**config.mk**
```make
export PLATFORM = sky130hd
export DESIGN_NAME = frame_row_scheduler
export DESIGN_NICKNAME = d
export VERILOG_FILES = /design/src/rtl/frame_row_scheduler_pkg.sv /design/src/rtl/frame_row_scheduler.sv
export SDC_FILE = /design/constraint.sdc
export NUM_CORES = 1
export LEC_CHECK = 0
export ABC_AREA = 1
export CORE_MARGIN = 5
export CORE_UTILIZATION = 46
export CTS_CLUSTER_SIZE = 16
export DETAILED_ROUTE_END_ITERATION = 12
export PLACE_DENSITY = 0.73
export SLEW_MARGIN = 25
export SYNTH_ARGS = -nofsm -noshare
export SYNTH_HDL_FRONTEND = slang
export SYNTH_SLANG_ARGS = --single-unit
```
**constraint.sdc**
```tcl
create_clock -name clk -period 3.15 [get_ports clk]
set_input_delay 0.63 -clock clk [delete_from_list [all_inputs] [get_ports clk]]
set_output_delay 0.63 -clock clk [all_outputs]
set_load 0.005 [all_outputs]
```
**src/rtl/frame_row_scheduler_pkg.sv**
```systemverilog
// Shared types and queue marker words for the LCD row streaming path.
package LCDQueueTypes;

    typedef enum logic [2:0] {
        IDLE      = 3'd0,
        FRAME_HDR = 3'd1,
        ROW_HDR   = 3'd2,
        ROW_CMD   = 3'd3,
        ROW_DATA  = 3'd4,
        FRAME_TRL = 3'd5,
        DONE      = 3'd6
    } state_t;

    localparam int unsigned QUEUE_W = 17;
    localparam int unsigned PIXEL_W = 16;
    localparam int unsigned FREE_W  = 11;
    localparam int unsigned CNT_W   = 10;

    localparam logic [QUEUE_W-1:0] FRAME_START = 17'h10000;
    localparam logic [QUEUE_W-1:0] ROW_START   = 17'h10001;
    localparam logic [QUEUE_W-1:0] FRAME_END   = 17'h1FFFF;

endpackage

```
**src/rtl/frame_row_scheduler.sv**
```systemverilog
// Streams one frame of pixels from memory into the LCD queue, row by row,
// framing the data with start/row/end marker words.
module frame_row_scheduler
    import LCDQueueTypes::*;
#(
    parameter int unsigned FRAME_WIDTH  = 480,
    parameter int unsigned FRAME_HEIGHT = 272,
    parameter int unsigned ADDR_WIDTH   = 21
) (
    input  logic                  clk,
    input  logic                  reset,
    input  logic                  start_frame,
    input  logic [ADDR_WIDTH-1:0] frame_base_addr,
    output logic                  mem_cmd_valid,
    input  logic                  mem_cmd_ready,
    output logic [ADDR_WIDTH-1:0] mem_cmd_addr,
    input  logic                  mem_rd_valid,
    input  logic [PIXEL_W-1:0]    mem_rd_data,
    input  logic [FREE_W-1:0]     queue_free,
    output logic                  queue_wr_en,
    output logic [QUEUE_W-1:0]    queue_data_out,
    output logic                  busy,
    output logic                  frame_done,
    output logic                  overflow_err
);

    state_t                r_state,    w_state;
    logic                  r_busy,     w_busy;
    logic                  r_done,     w_done;
    logic                  r_cmd_vld,  w_cmd_vld;
    logic [ADDR_WIDTH-1:0] r_cmd_addr, w_cmd_addr;
    logic [ADDR_WIDTH-1:0] r_row_addr, w_row_addr;
    logic                  r_wr_en,    w_wr_en;
    logic [QUEUE_W-1:0]    r_data,     w_data;
    logic                  r_err,      w_err;
    logic [CNT_W-1:0]      r_row,      w_row;
    logic [CNT_W-1:0]      r_pix,      w_pix;

    logic w_row_space;
    logic w_last_pix;
    logic w_last_row;

    assign w_row_space = (queue_free >= FREE_W'(FRAME_WIDTH + 1));
    assign w_last_pix  = (r_pix == CNT_W'(FRAME_WIDTH - 1));
    assign w_last_row  = ((r_row + CNT_W'(1)) == CNT_W'(FRAME_HEIGHT));

    always_ff @(posedge clk or posedge reset) begin
        if (reset) begin
            r_state    <= IDLE;
            r_busy     <= 1'b0;
            r_done     <= 1'b0;
            r_cmd_vld  <= 1'b0;
            r_cmd_addr <= '0;
            r_row_addr <= '0;
            r_wr_en    <= 1'b0;
            r_data     <= '0;
            r_err      <= 1'b0;
            r_row      <= '0;
            r_pix      <= '0;
        end else begin
            r_state    <= w_state;
            r_busy     <= w_busy;
            r_done     <= w_done;
            r_cmd_vld  <= w_cmd_vld;
            r_cmd_addr <= w_cmd_addr;
            r_row_addr <= w_row_addr;
            r_wr_en    <= w_wr_en;
            r_data     <= w_data;
            r_err      <= w_err;
            r_row      <= w_row;
            r_pix      <= w_pix;
        end
    end

    always_comb begin
        w_state    = r_state;
        w_busy     = r_busy;
        w_done     = 1'b0;
        w_cmd_vld  = r_cmd_vld;
        w_cmd_addr = r_cmd_addr;
        w_row_addr = r_row_addr;
        w_wr_en    = 1'b0;
        w_data     = r_data;
        w_err      = r_err;
        w_row      = r_row;
        w_pix      = r_pix;

        // Read beats outside a row transfer have nowhere to go.
        if (mem_rd_valid && (r_state != ROW_DATA)) begin
            w_err = 1'b1;
        end

        case (r_state)
            IDLE: begin
                if (start_frame) begin
                    w_row_addr = frame_base_addr;
                    w_row      = '0;
                    w_pix      = '0;
                    w_busy     = 1'b1;
                    w_state    = FRAME_HDR;
                end
            end
            FRAME_HDR: begin
                if (queue_free != '0) begin
                    w_wr_en = 1'b1;
                    w_data  = FRAME_START;
                    w_state = ROW_HDR;
                end
            end
            ROW_HDR: begin
                // Reserve space for the header plus the whole unthrottled row.
                if (w_row_space) begin
                    w_wr_en    = 1'b1;
                    w_data     = ROW_START;
                    w_cmd_vld  = 1'b1;
                    w_cmd_addr = r_row_addr;
                    w_state    = ROW_CMD;
                end
            end
            ROW_CMD: begin
                if (r_cmd_vld && mem_cmd_ready) begin
                    w_cmd_vld = 1'b0;
                    w_state   = ROW_DATA;
                end
            end
            ROW_DATA: begin
                if (mem_rd_valid) begin
                    w_wr_en = 1'b1;
                    w_data  = {1'b0, mem_rd_data};
                    if (queue_free == '0) begin
                        w_err = 1'b1;
                    end
                    if (w_last_pix) begin
                        w_pix      = '0;
                        w_row      = r_row + CNT_W'(1);
                        w_row_addr = r_row_addr + ADDR_WIDTH'(FRAME_WIDTH);
                        w_state    = w_last_row ? FRAME_TRL : ROW_HDR;
                    end else begin
                        w_pix = r_pix + CNT_W'(1);
                    end
                end
            end
            FRAME_TRL: begin
                if (queue_free != '0) begin
                    w_wr_en = 1'b1;
                    w_data  = FRAME_END;
                    w_state = DONE;
                end
            end
            DONE: begin
                w_done  = 1'b1;
                w_busy  = 1'b0;
                w_state = IDLE;
            end
            default: begin
                w_state = IDLE;
            end
        endcase
    end

    assign mem_cmd_valid  = r_cmd_vld;
    assign mem_cmd_addr   = r_cmd_addr;
    assign queue_wr_en    = r_wr_en;
    assign queue_data_out = r_data;
    assign busy           = r_busy;
    assign frame_done     = r_done;
    assign overflow_err   = r_err;

endmodule

```
==> Word-level counts from Yosys, hierarchy flattened <==
Index checks and enable logic that the tools add are counted.
{ "op_classes": {"eq_ne": 16, "n_mux": 39, "n_reduce_logical": 17, "magnitude_cmp": 1, "add_sub_neg": 3} }
{ "ops": {"columns": ["op", "count"], "rows": [
  ["two-way mux 17 bit", 4],
  ["case mux 17 bit (4 select lines)", 1],
  ["two-way mux 21 bit", 3],
  ["two-way mux 10 bit", 5],
  ["case mux 21 bit (2 select lines)", 1],
  ["case mux 10 bit (2 select lines)", 2],
  ["two-way mux 3 bit", 8],
  ["adder 21 x 9 -> 21 bit, second input constant", 1],
  ["adder 10 x 1 -> 10 bit, second input constant", 2],
  ["equality test 10 x 9 -> 1 bit, second input constant", 2],
  ["case mux 3 bit (6 select lines)", 1],
  ["inequality test 2 bit, second input constant", 7],
  ["greater-or-equal comparator 11 x 9 -> 1 bit, second input constant", 1],
  ["logical NOT 11 bit", 1],
  ["two-way mux 1 bit", 11],
  ["nonzero test 11 bit", 1],
  ["equality test 3 bit, second input constant", 3],
  ["AND reduction 7 bit", 1],
  ["equality test 3 x 2 -> 1 bit, second input constant", 2],
  ["AND reduction 3 bit", 2],
  ["nonzero test 2 bit", 3],
  ["AND reduction 5 bit", 1],
  ["case mux 1 bit (2 select lines)", 2],
  ["AND reduction 2 bit", 2],
  ["other kinds (8)", 9]
]} }
{ "word_totals": {"output_inout_bits": 43, "inputBits": 53, "reg_bits": 87} }

==> Depth between registers and ports, before layout <==
{ "logic_depth": {"ltp_word": 6, "ltp_mapped": 12, "depth_no_buf": 12} }

==> Worst setup path after synthesis <==
OpenSTA, ideal clock, no wires.
{ "synth_path": {"kind": "input to register", "startpoint": "input queue_free[9]", "endpoint": "register r_data[10] (netlist: queue_data_out[10])", "setup_slack_ps": 1398, "t_arrival_ps": 1622, "path_buffers": 2, "t_required_ps": 3020, "stages": 8, "cell_sequence": "nor2_1 inv_1 nor2_1 nand3_1 nand2_1 buf_2 buf_2 o31ai_2"} }
{ "synth_via": {"elab_chain_cells": 3} }
{ "synth_rtl": {"columns": ["item", "line", "text"], "rows": [
  ["start: declaration", "frame_row_scheduler.sv:19", "input logic [FREE_W-1:0] queue_free,"],
  ["greater-or-equal comparator 11 x 9 -> 1 bit or nonzero test 11 bit (tied branches)", "frame_row_scheduler.sv:43, frame_row_scheduler.sv:104, frame_row_scheduler.sv:144", null],
  ["inequality test 2 bit (no source line)", null, null],
  ["AND reduction 5 bit (no source line) *", null, null],
  ["end signal: assignment", "frame_row_scheduler.sv:68", "r_data <= w_data;"],
  ["end: declaration", "frame_row_scheduler.sv:34", "logic [QUEUE_W-1:0] r_data, w_data;"]
]} }
Every way passes the cells marked *; elsewhere a longest branch is shown, timed or not.
A chain may end at the register's enable or synchronous reset.

==> Worst setup path after layout <==
{ "layout_path": {"startpoint": "register r_state[2]", "endpoint": "register r_data[16] (netlist: queue_data_out[16])"} }
{ "layout_via": {"elab_chain_cells": 3} }
{ "layout_rtl": {"columns": ["item", "line", "text"], "rows": [
  ["start: declaration", "frame_row_scheduler.sv:27", "state_t r_state, w_state;"],
  ["start signal: assignment", "frame_row_scheduler.sv:61", "r_state <= w_state;"],
  ["equality test 3 bit, or another cell as far along", "frame_row_scheduler.sv:93", "case (r_state)"],
  ["nonzero test 4 bit (no source line) or inequality test 2 bit (tied branches)", null, null],
  ["AND reduction 5 bit (no source line)", null, null]
]} }
Several ways; a longest one is shown, not always the timed one.

==> results.sh <==
export IMPL_numPortBuffers=95
export IMPL_synth_top_area_share_pct=47.6
export IMPL_slew_headroom_pct=51.9
export IMPL_fin_skew_ps=7.74
export IMPL_grt_overflow_total=0
export IMPL_synth_common_cells="132 x nand2_1, 87 x dfrtp_1, 55 x nor2_1, 47 x inv_1, 42 x o21ai_0"
export IMPL_min_delay_path_class="flip-flop to flip-flop"
export IMPL_synth_simple_area_share_pct=24.7
export IMPL_yosys_warnings=0
export IMPL_core_sq_um=9730
export IMPL_clock_sinks=87
export IMPL_fp_dieH_um=110
export IMPL_grt_pass1_vias=3943
export IMPL_setup_tns_final_ps=0
export IMPL_maxCapViolations=0
export IMPL_fillCellCount=898
export IMPL_routed_wl_um=11200
export IMPL_routedWlPerCell_um=14.2
export IMPL_cts_tree="yes"
export IMPL_cts_resized=0
export IMPL_async_flop_share_pct=100
export IMPL_place_congestion=0.848
export IMPL_rsz0062_at_grt="no"
export IMPL_start_kind="flip-flop"
export IMPL_drv_slew=0
export IMPL_synth_xor_area_share_pct=0.958
export IMPL_area_growth_synth_to_final_pct=26.8
export IMPL_rr_worst_depth=8
export IMPL_netlist_instances=559
export IMPL_min_from="mem_cmd_addr[4]"
export IMPL_nets=705
export IMPL_crit_required_ps=3380
export IMPL_antenna_found_initial=0
export IMPL_first_iter_violations=324
export IMPL_synth_most_common_cell="nand2_1"
export IMPL_synth_area_leader_cell="dfrtp_1"
export IMPL_clk_pin_slew_ps=80
export IMPL_clk_path_buf_depth=2
export IMPL_clk_insertion_delay_late_ps=370
export IMPL_synthesis_area_sq_um=4570
export IMPL_synth_top_family_by_area="simple AND/OR/NAND/NOR gates"
export IMPL_cts_buffers=9
export IMPL_period_share_pct=73.5
export IMPL_viasPerCell=5.20
export IMPL_fp_dieW_um=110
export IMPL_die_area_sq_um=12000
export IMPL_synth_seq_cells=87
export IMPL_rr_startpoint="r_state[2]"
export IMPL_routed_wl_met3_um=588
export IMPL_grt_pass1_wl_um=18300
export IMPL_grt_max_degree=49
export IMPL_postCtsSetupRepairBufs=0
export IMPL_synth_area_leaders="dfrtp_1 48%, nand2_1 11%, o21ai_0 4.6%"
export IMPL_synth_nets=616
export IMPL_r2r_end="queue_data_out[16]"
export IMPL_multi_input_area_sq_um=2050
export IMPL_synth_fa_ha_area_share_pct=1.09
export IMPL_cts_htree_levels=3
export IMPL_status="finished clean"
export IMPL_track_usage_pct=19.4
export IMPL_dr_pass1_iters=5
export IMPL_leakage_nw=2.57
export IMPL_final_setup_viol_count=0
export IMPL_setup_ws_ps=834
export IMPL_avgSynthCellArea_sq_um=8.18
export IMPL_synth_edf_count=0
export IMPL_rows=36
export IMPL_start_util_pct=47.0
export IMPL_wirelength_met1_um=4910
export IMPL_hold_path_depth=2
export IMPL_hpwl_um=8070
export IMPL_ios=96
export IMPL_holdPathEnd="mem_cmd_addr[4]"
export IMPL_drc=0
export IMPL_worstSetupEndpointType="flip-flop"
export IMPL_ctsHoldBuffers=0
export IMPL_vias=4091
export IMPL_place_ws_ps=594
export IMPL_seq_area_frac_synth_pct=47.6
export IMPL_synth_compound_area_share_pct=16.9
export IMPL_synth_main_ff_cell="dfrtp_1"
export IMPL_seqCellArea_sq_um=2180
export IMPL_r2r_slack_ps=830
export IMPL_hold_viol_final=0
export IMPL_path_class="flip-flop to flip-flop"
export IMPL_powerDensity_nw_per_um2=823
export IMPL_vdd_drop_max_mv=0.398
export IMPL_highest_layer="met4"
export IMPL_dr_wl_met2_um=5490
export IMPL_ys_types=36
export IMPL_fmax_ghz=0.432
export IMPL_drive_above_1_share_pct=10.6
export IMPL_critPathArrivalTime_ps=2550
export IMPL_worstPathMaxFanout=29
export IMPL_tightest_slew_ps=719
export IMPL_yosys_mux_area_fraction_pct=1.23
export IMPL_fin_crit_ps=2320
export IMPL_antenna_diode_count=0
export IMPL_drtAntennaViolNets=0
export IMPL_ctsRootBufferMaster="clkbuf_8"
[where the power goes]
group	internal (mW)	total (mW)	switching (mW)	leakage, nW
clock network	0.385	0.783	0.397	0.100
logic	0.956	2.15	1.20	1.36
registers	1.53	1.83	0.300	1.11
[worst max-delay path, cell delays in order (launching register included)]
cell and delay [ps]:
dfrtp_1 460, inv_2 150, nand2_2 100, nor2_4 310, nand3_2 160, nand2_2 560, nor2_2 140, nor2_1 220
a21oi_1 70
[kinds of logic after synthesis]
kind of cell	Yosys count
xor+xnor	5
fa+ha+maj	4
mux	5
compound gates	121
buf+inv	77
simple gates	260
flops	87
[worst max-delay path by stage]
stage / start / endpoint
floorplan: reset / busy
finish: r_state[2] / queue_data_out[16]
detailed placement: start_frame / r_row[6]
global route: r_state[2] / queue_data_out[16]
global placement: queue_free[2] / queue_data_out[16]
CTS: r_state[2] / queue_data_out[16]
[registers in the layout (all words and copies together), names as in the netlist]
name	cells
busy	1
mem_cmd_valid	1
overflow_err	1
r_pix	10
r_state	3
queue_wr_en	1
mem_cmd_addr	21
r_row_addr	21
queue_data_out	17
r_row	10
frame_done	1
[placed cells by master, fill, tap and decap left out, drive strengths merged, types with 3 or more instances in the layout]
cell type and instances:
buf 6, o31ai 14, xor2 4, nand4 8
dfrtp 87, nand2 139, mux2 5, nor3 10
nand3 40, nor2 61, inv 53, o21bai 3
clkbuf 12, a21oi 28, o21ai 60, ha 4
clkdlybuf4s50 95, clkinv 4, o22ai 8
[metal layers]
metal | global-route usage [%] | vias up
li1 | - | 2031
met1 | 25.3 | 1930
met2 | 32.7 | 115
met3 | 3.17 | 15
met4 | 6.86 | 0
met5 | 0 | -
[per-stage QoR]
stage / hold WS, ps / instances / util (%) / total power [mW] / instance area (sq um)
3_5_place_dp: 470 / 770 / 57.6 / 4.01 / 5610
2_1_floorplan: 465 / 559 / - / 3.20 / 4570
5_1_grt: 519 / 786 / 59.6 / 5.13 / 5800
3_3_place_gp: 460 / 770 / 57.6 / 3.94 / 5610
4_1_cts: 490 / 786 / 59.6 / 4.80 / 5800
6_report: 480 / 786 / 59.6 / 4.77 / 5800
[layout make-up]
cell class              count  share of cell area (%)
inverters                  54                    3.56
multi-input cells         395                    35.3
repair buffers            101                    17.4
clock buffers              12                    2.50
well taps                 133                    2.87
flip-flops and latches     87                    37.5
clock inverters             4                   0.777
(Power assumes the default switching activity.)
